**src/rtl/cpu_pkg.sv**
```systemverilog
// Shared CPU definitions: instruction field layout, opcode encodings and the
// fetch-queue entry format.
package cpu_pkg;

   localparam int INSTR_W    = 12;
   localparam int ROM_ADDR_W = 8;

   localparam int TYPE_BIT = 11;
   localparam int OP_MSB   = 10;
   localparam int OP_LSB   = 8;
   localparam int IMM_MSB  = 7;
   localparam int IMM_LSB  = 0;

   typedef enum logic [2:0] {
      OP_ADD = 3'd0,
      OP_SUB = 3'd1,
      OP_AND = 3'd2,
      OP_OR  = 3'd3,
      OP_XOR = 3'd4,
      OP_SHL = 3'd5,
      OP_SHR = 3'd6,
      OP_NOT = 3'd7
   } opcode_e;

   typedef struct packed {
      logic [ROM_ADDR_W-1:0] addr;
      logic [INSTR_W-1:0]    instr;
   } fifo_entry_t;

endpackage

```
**src/rtl/ifq_fifo.sv**
```systemverilog
// Fetch-queue storage: circular buffer with head/tail pointers, occupancy
// count and a synchronous clear that takes priority over push/pop.
module ifq_fifo import cpu_pkg::*; #(
   parameter int  DEPTH   = 4,
   parameter type entry_t = fifo_entry_t
) (
   input  logic                   clk,
   input  logic                   rst,
   input  logic                   clear,
   input  logic                   push,
   input  logic                   pop,
   input  entry_t                 wr_entry,
   output entry_t                 head_entry,
   output logic [$clog2(DEPTH):0] count
);

   localparam int PTR_W = $clog2(DEPTH);

   entry_t             mem [DEPTH];
   logic [PTR_W-1:0]   head;
   logic [PTR_W-1:0]   tail;
   logic [PTR_W:0]     count_q;

   // Storage is reset too so the head word reads as zero out of reset.
   always_ff @(posedge clk or posedge rst) begin
      if (rst) begin
         for (int i = 0; i < DEPTH; i++) mem[i] <= '0;
         head    <= '0;
         tail    <= '0;
         count_q <= '0;
      end else if (clear) begin
         head    <= '0;
         tail    <= '0;
         count_q <= '0;
      end else begin
         if (push) begin
            mem[tail] <= wr_entry;
            tail      <= tail + PTR_W'(1);
         end
         if (pop) head <= head + PTR_W'(1);
         case ({push, pop})
            2'b10:   count_q <= count_q + (PTR_W+1)'(1);
            2'b01:   count_q <= count_q - (PTR_W+1)'(1);
            default: count_q <= count_q;
         endcase
      end
   end

   assign head_entry = mem[head];
   assign count      = count_q;

endmodule

```
**src/rtl/instr_fetch_queue.sv**
```systemverilog
// Instruction fetch stage: owns the fetch pc, pushes ROM words into ifq_fifo
// and arbitrates flush against push. IFQ_PC_WRAP_EN lets pc wrap forever;
// otherwise fetch halts after the last ROM address and end_of_rom is raised.
module instr_fetch_queue #(
   parameter int INSTR_W = cpu_pkg::INSTR_W,
   parameter int ADDR_W  = cpu_pkg::ROM_ADDR_W,
   parameter int DEPTH   = 4
) (
   input  logic                   clk,
   input  logic                   rst,
   output logic [ADDR_W-1:0]      rom_addr,
   input  logic [INSTR_W-1:0]     rom_data,
   output logic [INSTR_W-1:0]     instr,
   output logic [ADDR_W-1:0]      instr_pc,
   output logic                   instr_valid,
   input  logic                   instr_ready,
   input  logic                   flush,
   input  logic [ADDR_W-1:0]      flush_pc,
   output logic [$clog2(DEPTH):0] count,
   output logic                   end_of_rom
);

   localparam int CNT_W = $clog2(DEPTH) + 1;

   typedef struct packed {
      logic [ADDR_W-1:0]  addr;
      logic [INSTR_W-1:0] instr;
   } entry_t;

   entry_t            wr_entry;
   entry_t            head_entry;
   logic [ADDR_W-1:0] pc;
   logic              push;
   logic              pop;

   // Push eligibility looks only at registered count, so a pop from a full
   // queue frees the slot for the following cycle.
`ifdef IFQ_PC_WRAP_EN
   assign push       = !flush && (count < CNT_W'(DEPTH));
   assign end_of_rom = 1'b0;
`else
   logic halted;

   assign push       = !flush && (count < CNT_W'(DEPTH)) && !halted;
   assign end_of_rom = halted;

   always_ff @(posedge clk or posedge rst) begin
      if (rst)                      halted <= 1'b0;
      else if (flush)               halted <= 1'b0;
      else if (push && (pc == '1))  halted <= 1'b1;
   end
`endif

   assign pop         = instr_valid && instr_ready;
   assign instr_valid = (count != '0);

   always_ff @(posedge clk or posedge rst) begin
      if (rst)        pc <= '0;
      else if (flush) pc <= flush_pc;
      else if (push)  pc <= pc + ADDR_W'(1);
   end

   assign rom_addr       = pc;
   assign wr_entry.addr  = pc;
   assign wr_entry.instr = rom_data;

   ifq_fifo #(
      .DEPTH   (DEPTH),
      .entry_t (entry_t)
   ) u_fifo (
      .clk        (clk),
      .rst        (rst),
      .clear      (flush),
      .push       (push),
      .pop        (pop),
      .wr_entry   (wr_entry),
      .head_entry (head_entry),
      .count      (count)
   );

   assign instr    = head_entry.instr;
   assign instr_pc = head_entry.addr;

endmodule
```
**config.mk**
```make
export PLATFORM = sky130hd
export DESIGN_NAME = instr_fetch_queue
export DESIGN_NICKNAME = d
export VERILOG_FILES = /design/src/rtl/cpu_pkg.sv /design/src/rtl/ifq_fifo.sv /design/src/rtl/instr_fetch_queue.sv
export SDC_FILE = /design/constraint.sdc
export NUM_CORES = 1
export LEC_CHECK = 0
export BUFFER_PORTS_ARGS = -buffer_cell sky130_fd_sc_hd__buf_4
export CORE_MARGIN = 8
export CORE_UTILIZATION = 52
export DETAILED_ROUTE_END_ITERATION = 8
export PLACE_DENSITY = 0.85
export SLEW_MARGIN = 20
export SYNTH_ARGS = -nofsm -noshare
export SYNTH_HDL_FRONTEND = slang
export SYNTH_SLANG_ARGS = --single-unit
```
**constraint.sdc**
```tcl
create_clock -name clk -period 3 [get_ports clk]
set_input_delay 0.3 -clock clk [delete_from_list [all_inputs] [get_ports clk]]
set_output_delay 0.3 -clock clk [all_outputs]
set_load 0.05 [all_outputs]
```
==> metrics.txt, run 1 <==
first-pass GRT wire length 15300 µm; Setup-failing EPs final 0; layout cells sized above 1 0.507; relative slew slack 0.548; Gate power share 0.464; Iteration-0 DRC Markers 75; Max Slew Vio Count 0; vias in the first global route 3087; Mapped Nets 335; Setup Skew 6.53 ps; final WL 9260 µm; ys flop type dfrtp_1; post-place setup slack 409 ps; # clock sinks 96; gpl congestion 0.787; startpoint types flip-flop; peak supply drop 0.000731 V; Mapped Cells 305; Worst-path clk slew 80 ps; sw frac 0.386; chip width 109 µm; Avg Inst Size Synth 14.7 µm²; Synth area leaders dfrtp_1, mux2_2, mux4_2; die height 109 µm; drt wl/cell 19.4 µm; Sequential Area 2400 µm²; DP HPWL 6500 µm; final design utilization 0.612; DR DRC count 0; n_diodes 0; setup TNS 0 ps; WP data required 3230 ps; Fin. Hold Viols 0; Synth Warn # 0; Multi-input gate area 1920 µm²; most common cell after layout, fill and taps aside dfrtp_1; port bufs 56; gr usage total 0.168; Tot Pwr 5.80 mW; initial antenna violation count 0; Fmax achieved 0.384 GHz; power density cells 1110 nW/µm²; setup ws final 392 ps; Psw 2.24 mW; Setup crit end kind flip-flop; CTS tree yes; Cell Area, Placed 5000 µm²; clk buf depth 2; post-route design area 5210 µm²; core area 8510 µm²; #FFs+latches synth 96; H-Tree Depth 3; Lkg Pwr 2.25 nW; crit path max fanout 9; Root Driver clkbuf_8; routed vias 2768; fill count 664; MaxCap Viol Count 0; Internal 3.56 mW; Post-Syn Area 4470 µm²; Post-CTS Setup Bufs 0; largest net degree at the start of global routing 36; critical path type flip-flop to flip-flop; Worst-Skew Late Latency 350 ps; post-synth top area share 0.538; Seq/Total Area, Yosys 0.538; part of the power in the clock network 0.150; # IOs 57; RSZ-0062 raised after global routing false; CP arrival 2840 ps; GRT Residual Overflow 0; share of flip-flops with an asynchronous set or reset 1.00; Synth cell types 42; DRT Pass-1 Iters 4; most frequent cells in the layout dfrtp_1, mux2_2, buf_4, mux4_2, nor2_1; min Tclk post-route 2610 ps; Post-synth EDFFs 0; outcome complete, no violations; Final nets 395; antenna-violating nets left 0; sequential fraction of design power 0.385; CTS Buf Count 9; Worst-Margin Slew 673 ps; HP Class input port to flip-flop; Initial Util 0.525; top cell type by total area after synthesis dfrtp_1; Die Area 11800 µm²; synth-to-layout area growth 16.6%; FP Rows 34; period utilization 0.869; vias per inst 5.80
state kept, by name, summed over array words and instances, names as in the netlist:
name,flops
u_fifo.count,3
u_fifo.tail,2
u_fifo.head,2
end_of_rom,1
rom_addr,8
u_fifo.mem,80
critical path, cell delays in order (launching register included):
cell	delay [ps]
dfrtp_1	480
o31ai_1	640
nor2_1	120
fa_1	530
or4b_2	590
o311ai_0	120
through the flow:
stage                     hold WS, ps  cells
after floorplan                   421    305
after global placement            354    461
after detailed placement          368    461
after CTS                         142    477
after global routing              137    477
final                             154    477
power groups by stage:
stage	combinational [mW]	sequential (mW)	clock (mW)
2_1_floorplan	2.03	2.22	0
3_3_place_gp	2.65	2.20	0
3_5_place_dp	2.72	2.26	0
4_1_cts	2.73	2.23	0.898
5_1_grt	2.86	2.31	0.946
6_report	2.69	2.23	0.871
synth_stat cells, types with 3 or more instances:
| library cell | n |
|---|---|
| inv_1 | 4 |
| o21ai_0 | 5 |
| buf_4 | 9 |
| xnor2_1 | 4 |
| dfrtp_1 | 96 |
| nor2_1 | 11 |
| nand2_1 | 7 |
| mux2_2 | 80 |
| or4_1 | 3 |
| clkbuf_1 | 7 |
| ha_1 | 5 |
| and2_1 | 4 |
| o31ai_1 | 4 |
| a21oi_1 | 4 |
| buf_2 | 4 |
| mux4_2 | 20 |
| a31oi_1 | 5 |
cell families after synthesis:
kind of cell,share of synthesized area
mux,0.305
buf+inv,0.0322
flops,0.538
xor+xnor,0.0118
compound gates,0.0372
simple gates,0.0582
fa+ha+maj,0.0185
worst paths after layout:
| path | slack, ps | cells past startpoint | startpoint | end |
|---|---|---|---|---|
| worst max-delay path | 390 | 5 | u_fifo.count[0] | u_fifo.count[1] |
| worst min-delay path | 150 | 2 | flush_pc[4] | rom_addr[4] |
| worst max register to register | 390 | 5 | u_fifo.count[0] | u_fifo.count[1] |
| worst min register to register | 510 | 1 | u_fifo.mem[57] | u_fifo.mem[57] |
| max in group asynchronous | 1620 | 4 | rst | u_fifo.mem[74] |
| min in group asynchronous | 530 | 3 | rst | u_fifo.mem[64] |
final cells by class:
cell class                      count  area share
Clock inverter                      4      0.0134
Inverter                            5     0.00384
Sequential cell                    96       0.461
Tap cell                          108      0.0259
Clock buffer                       11      0.0252
Timing Repair Buffer               70       0.101
Multi-Input combinational cell    183       0.369
routing by layer:
layer / wire length, µm / track usage / up-vias / share of wire
met2: 4720 / 0.288 / 81 / 0.51
met1: 3950 / 0.205 / 1445 / 0.43
met4: 74 / 0.0450 / 0 / 0.0080
met5: 0 / 0 / - / 0
li1: - / - / 1234 / -
met3: 517 / 0.0455 / 8 / 0.056
what timing repair did:
item	in CTS	in global routing
resized for setup	0	0
hold buffers	1	0
hold endpoints to repair	29	0
(Power assumes the default switching activity.)
==> inputs of run 2 (changes only) <==
--- a/config.mk
+++ b/config.mk
@@ -9,7 +9,7 @@
 export CORE_MARGIN = 8
 export CORE_UTILIZATION = 52
 export DETAILED_ROUTE_END_ITERATION = 8
-export PLACE_DENSITY = 0.85
+export PLACE_DENSITY = 0.82
 export SLEW_MARGIN = 20
 export SYNTH_ARGS = -nofsm -noshare
 export SYNTH_HDL_FRONTEND = slang
==> constraint.sdc (replaced) <==
create_clock -name clk -period 3.1 [get_ports clk]
set_input_delay 0.31 -clock clk [delete_from_list [all_inputs] [get_ports clk]]
set_output_delay 0.31 -clock clk [all_outputs]
set_load 0.05 [all_outputs]
==> run 2 against run 1 <==
Final cell count down 0.42%. Maximum frequency rose by 0.60%. Clock-buffer cell count down 2. Combinational power fell by 4%. Clock skew is 1.9 ps higher. Non-clock buffer count down 3. Final area is 0.14% lower. Critical path depth unchanged. Worst setup slack gained 120 ps. Register-to-register slack improved by 120 ps. Global-route usage about the same. Core utilization decreased by 0.088 points.
==> metrics.txt, run 2 (same netlist as run 1, synthesis figures left out) <==
H-Tree Depth 3 (unchanged); layout cells sized above 1 0.512 (+0.00549); DRT Pass-1 Iters 4 (unchanged); Cell Count, Final, Fillers Out 475 (-0.42%); Worst-Margin Slew 824 ps (+152 ps); GRT Residual Overflow 0 (unchanged); Final nets 392 (-0.76%); Iteration-0 DRC Markers 95 (+27%); post-placement cell count 459 (-0.43%); WP data required 3350 ps (+120 ps); startpoint types flip-flop; vias in the first global route 3068 (-0.62%); metal2 WL 4510 µm (-4.5%); RSZ-0062 raised after global routing false; # IOs 57 (unchanged); Worst-Skew Late Latency 360 ps (about the same); FP Rows 34 (unchanged); most common cell after layout, fill and taps aside dfrtp_1; routed vias 2737 (-1.1%); gr usage total 0.168 (-0.000275); peak supply drop 0.000615 V (-16%); critical path type flip-flop to flip-flop; Die Area 11800 µm² (unchanged); RR Endpoint u_fifo.count[1]; max reg flops 80 (unchanged); setup TNS 0 ps (unchanged); hold buffers post-CTS 0 (-1); die height 109 µm (unchanged); drt wl/cell 19.2 µm (-0.88%); Setup-failing EPs final 0 (unchanged); DP HPWL 6260 µm (-3.7%); final WL 9140 µm (-1.3%); Reg2Reg Setup Slack 510 ps (+120 ps); most frequent cells in the layout dfrtp_1, mux2_2, buf_4, mux4_2, nor2_1; Tot Pwr 5.64 mW (-2.7%); HP Class input port to asynchronous set/reset pin; Root Driver clkbuf_8; MaxCap Viol Count 0 (unchanged); CTS tree yes; Initial Util 0.525 (unchanged); first-pass GRT wire length 15500 µm (+1.3%); R2R depth 5 (unchanged); gpl congestion 0.793 (+0.85%); n_diodes 0 (unchanged); antenna-violating nets left 0 (unchanged); relative slew slack 0.450 (-0.0979); core area 8510 µm² (unchanged); vias per inst 5.76 (-0.70%); DR DRC count 0 (unchanged); chip width 109 µm (unchanged); # clock sinks 96 (unchanged); Post-CTS Setup Bufs 0 (unchanged); CP arrival 2840 ps (about the same); power density cells 1080 nW/µm² (-2.5%); clk buf depth 2 (unchanged); met3 routed WL 516 µm (-0.19%); port bufs 56 (unchanged); Most flops, register u_fifo.mem; Setup crit end kind flip-flop; Lkg Pwr 2.24 nW (-0.41%); Worst-path clk slew 90 ps (about the same); CTS Buf Count 9 (unchanged); crit path max fanout 16 (+7); synth-to-layout area growth 16.4%; Metal-1 WL 4010 µm (+1.6%); min Tclk post-route 2590 ps (-15.6 ps); outcome complete, no violations; Multi-input gate area 1920 µm² (unchanged); R2R Path Start u_fifo.count[2]; Fin. Hold Viols 0 (unchanged); Sequential Area 2400 µm² (unchanged); period utilization 0.836 (-0.0331); Fmax achieved 0.386 GHz (+0.60%); initial antenna violation count 0 (unchanged); fill count 663 (-0.15%); Setup Skew 8.43 ps (+1.90 ps); post_cts resized 0 (unchanged); Max Slew Vio Count 0 (unchanged); largest net degree at the start of global routing 49 (+36%); Top Metal Used met4
-- run 2: worst max path at each step --
stage / from / depth (start not counted) / end / slack (ps)
2_1_floorplan: rst / 1 / end_of_rom / 280
3_3_place_gp: u_fifo.count[2] / 5 / u_fifo.count[1] / 610
3_5_place_dp: u_fifo.count[2] / 5 / u_fifo.count[1] / 500
4_1_cts: u_fifo.count[2] / 5 / u_fifo.count[1] / 480
5_1_grt: u_fifo.count[2] / 5 / u_fifo.count[2] / 300
6_report: u_fifo.count[2] / 5 / u_fifo.count[1] / 510
-- run 2: worst max-delay path, stage by stage (launching register included) --
cell and delay (ps):
dfrtp_1 540, o31ai_1 610, nor2_1 120, fa_1 510
or4b_2 580, o311ai_0 120
-- run 2: power by group --
part,switching [mW],internal [mW]
clock,0.436,0.456
combinational,1.41,1.17
sequential,0.355,1.81
total,2.20,3.44
-- run 2: per-stage QoR --
| stage | util | hold slack [ps] | setup slack, ps | area, µm² |
|---|---|---|---|---|
| after floorplan | - | 431 | 285 | 4470 |
| after global placement | 0.586 | 483 | 611 | 4980 |
| after detailed placement | 0.586 | 491 | 503 | 4980 |
| after CTS | 0.611 | 100 | 482 | 5200 |
| after global routing | 0.611 | 136 | 297 | 5200 |
| final | 0.611 | 88.8 | 508 | 5200 |
-- run 2: per-layer routing --
layer / global-route usage / vias to the layer above
li1: - / 1237
met1: 0.214 / 1422
met2: 0.273 / 66
met3: 0.0467 / 12
met4: 0.0499 / 0
met5: 0 / -
-- run 2: layout make-up --
| type | count | share of cell area |
|---|---|---|
| timing repair buffer | 67 | 0.0967 |
| clock inverter | 7 | 0.0183 |
| clock buffer | 9 | 0.0238 |
| inverter | 5 | 0.00385 |
| sequential | 96 | 0.462 |
| multi-input combinational | 183 | 0.370 |
| tap | 108 | 0.0260 |
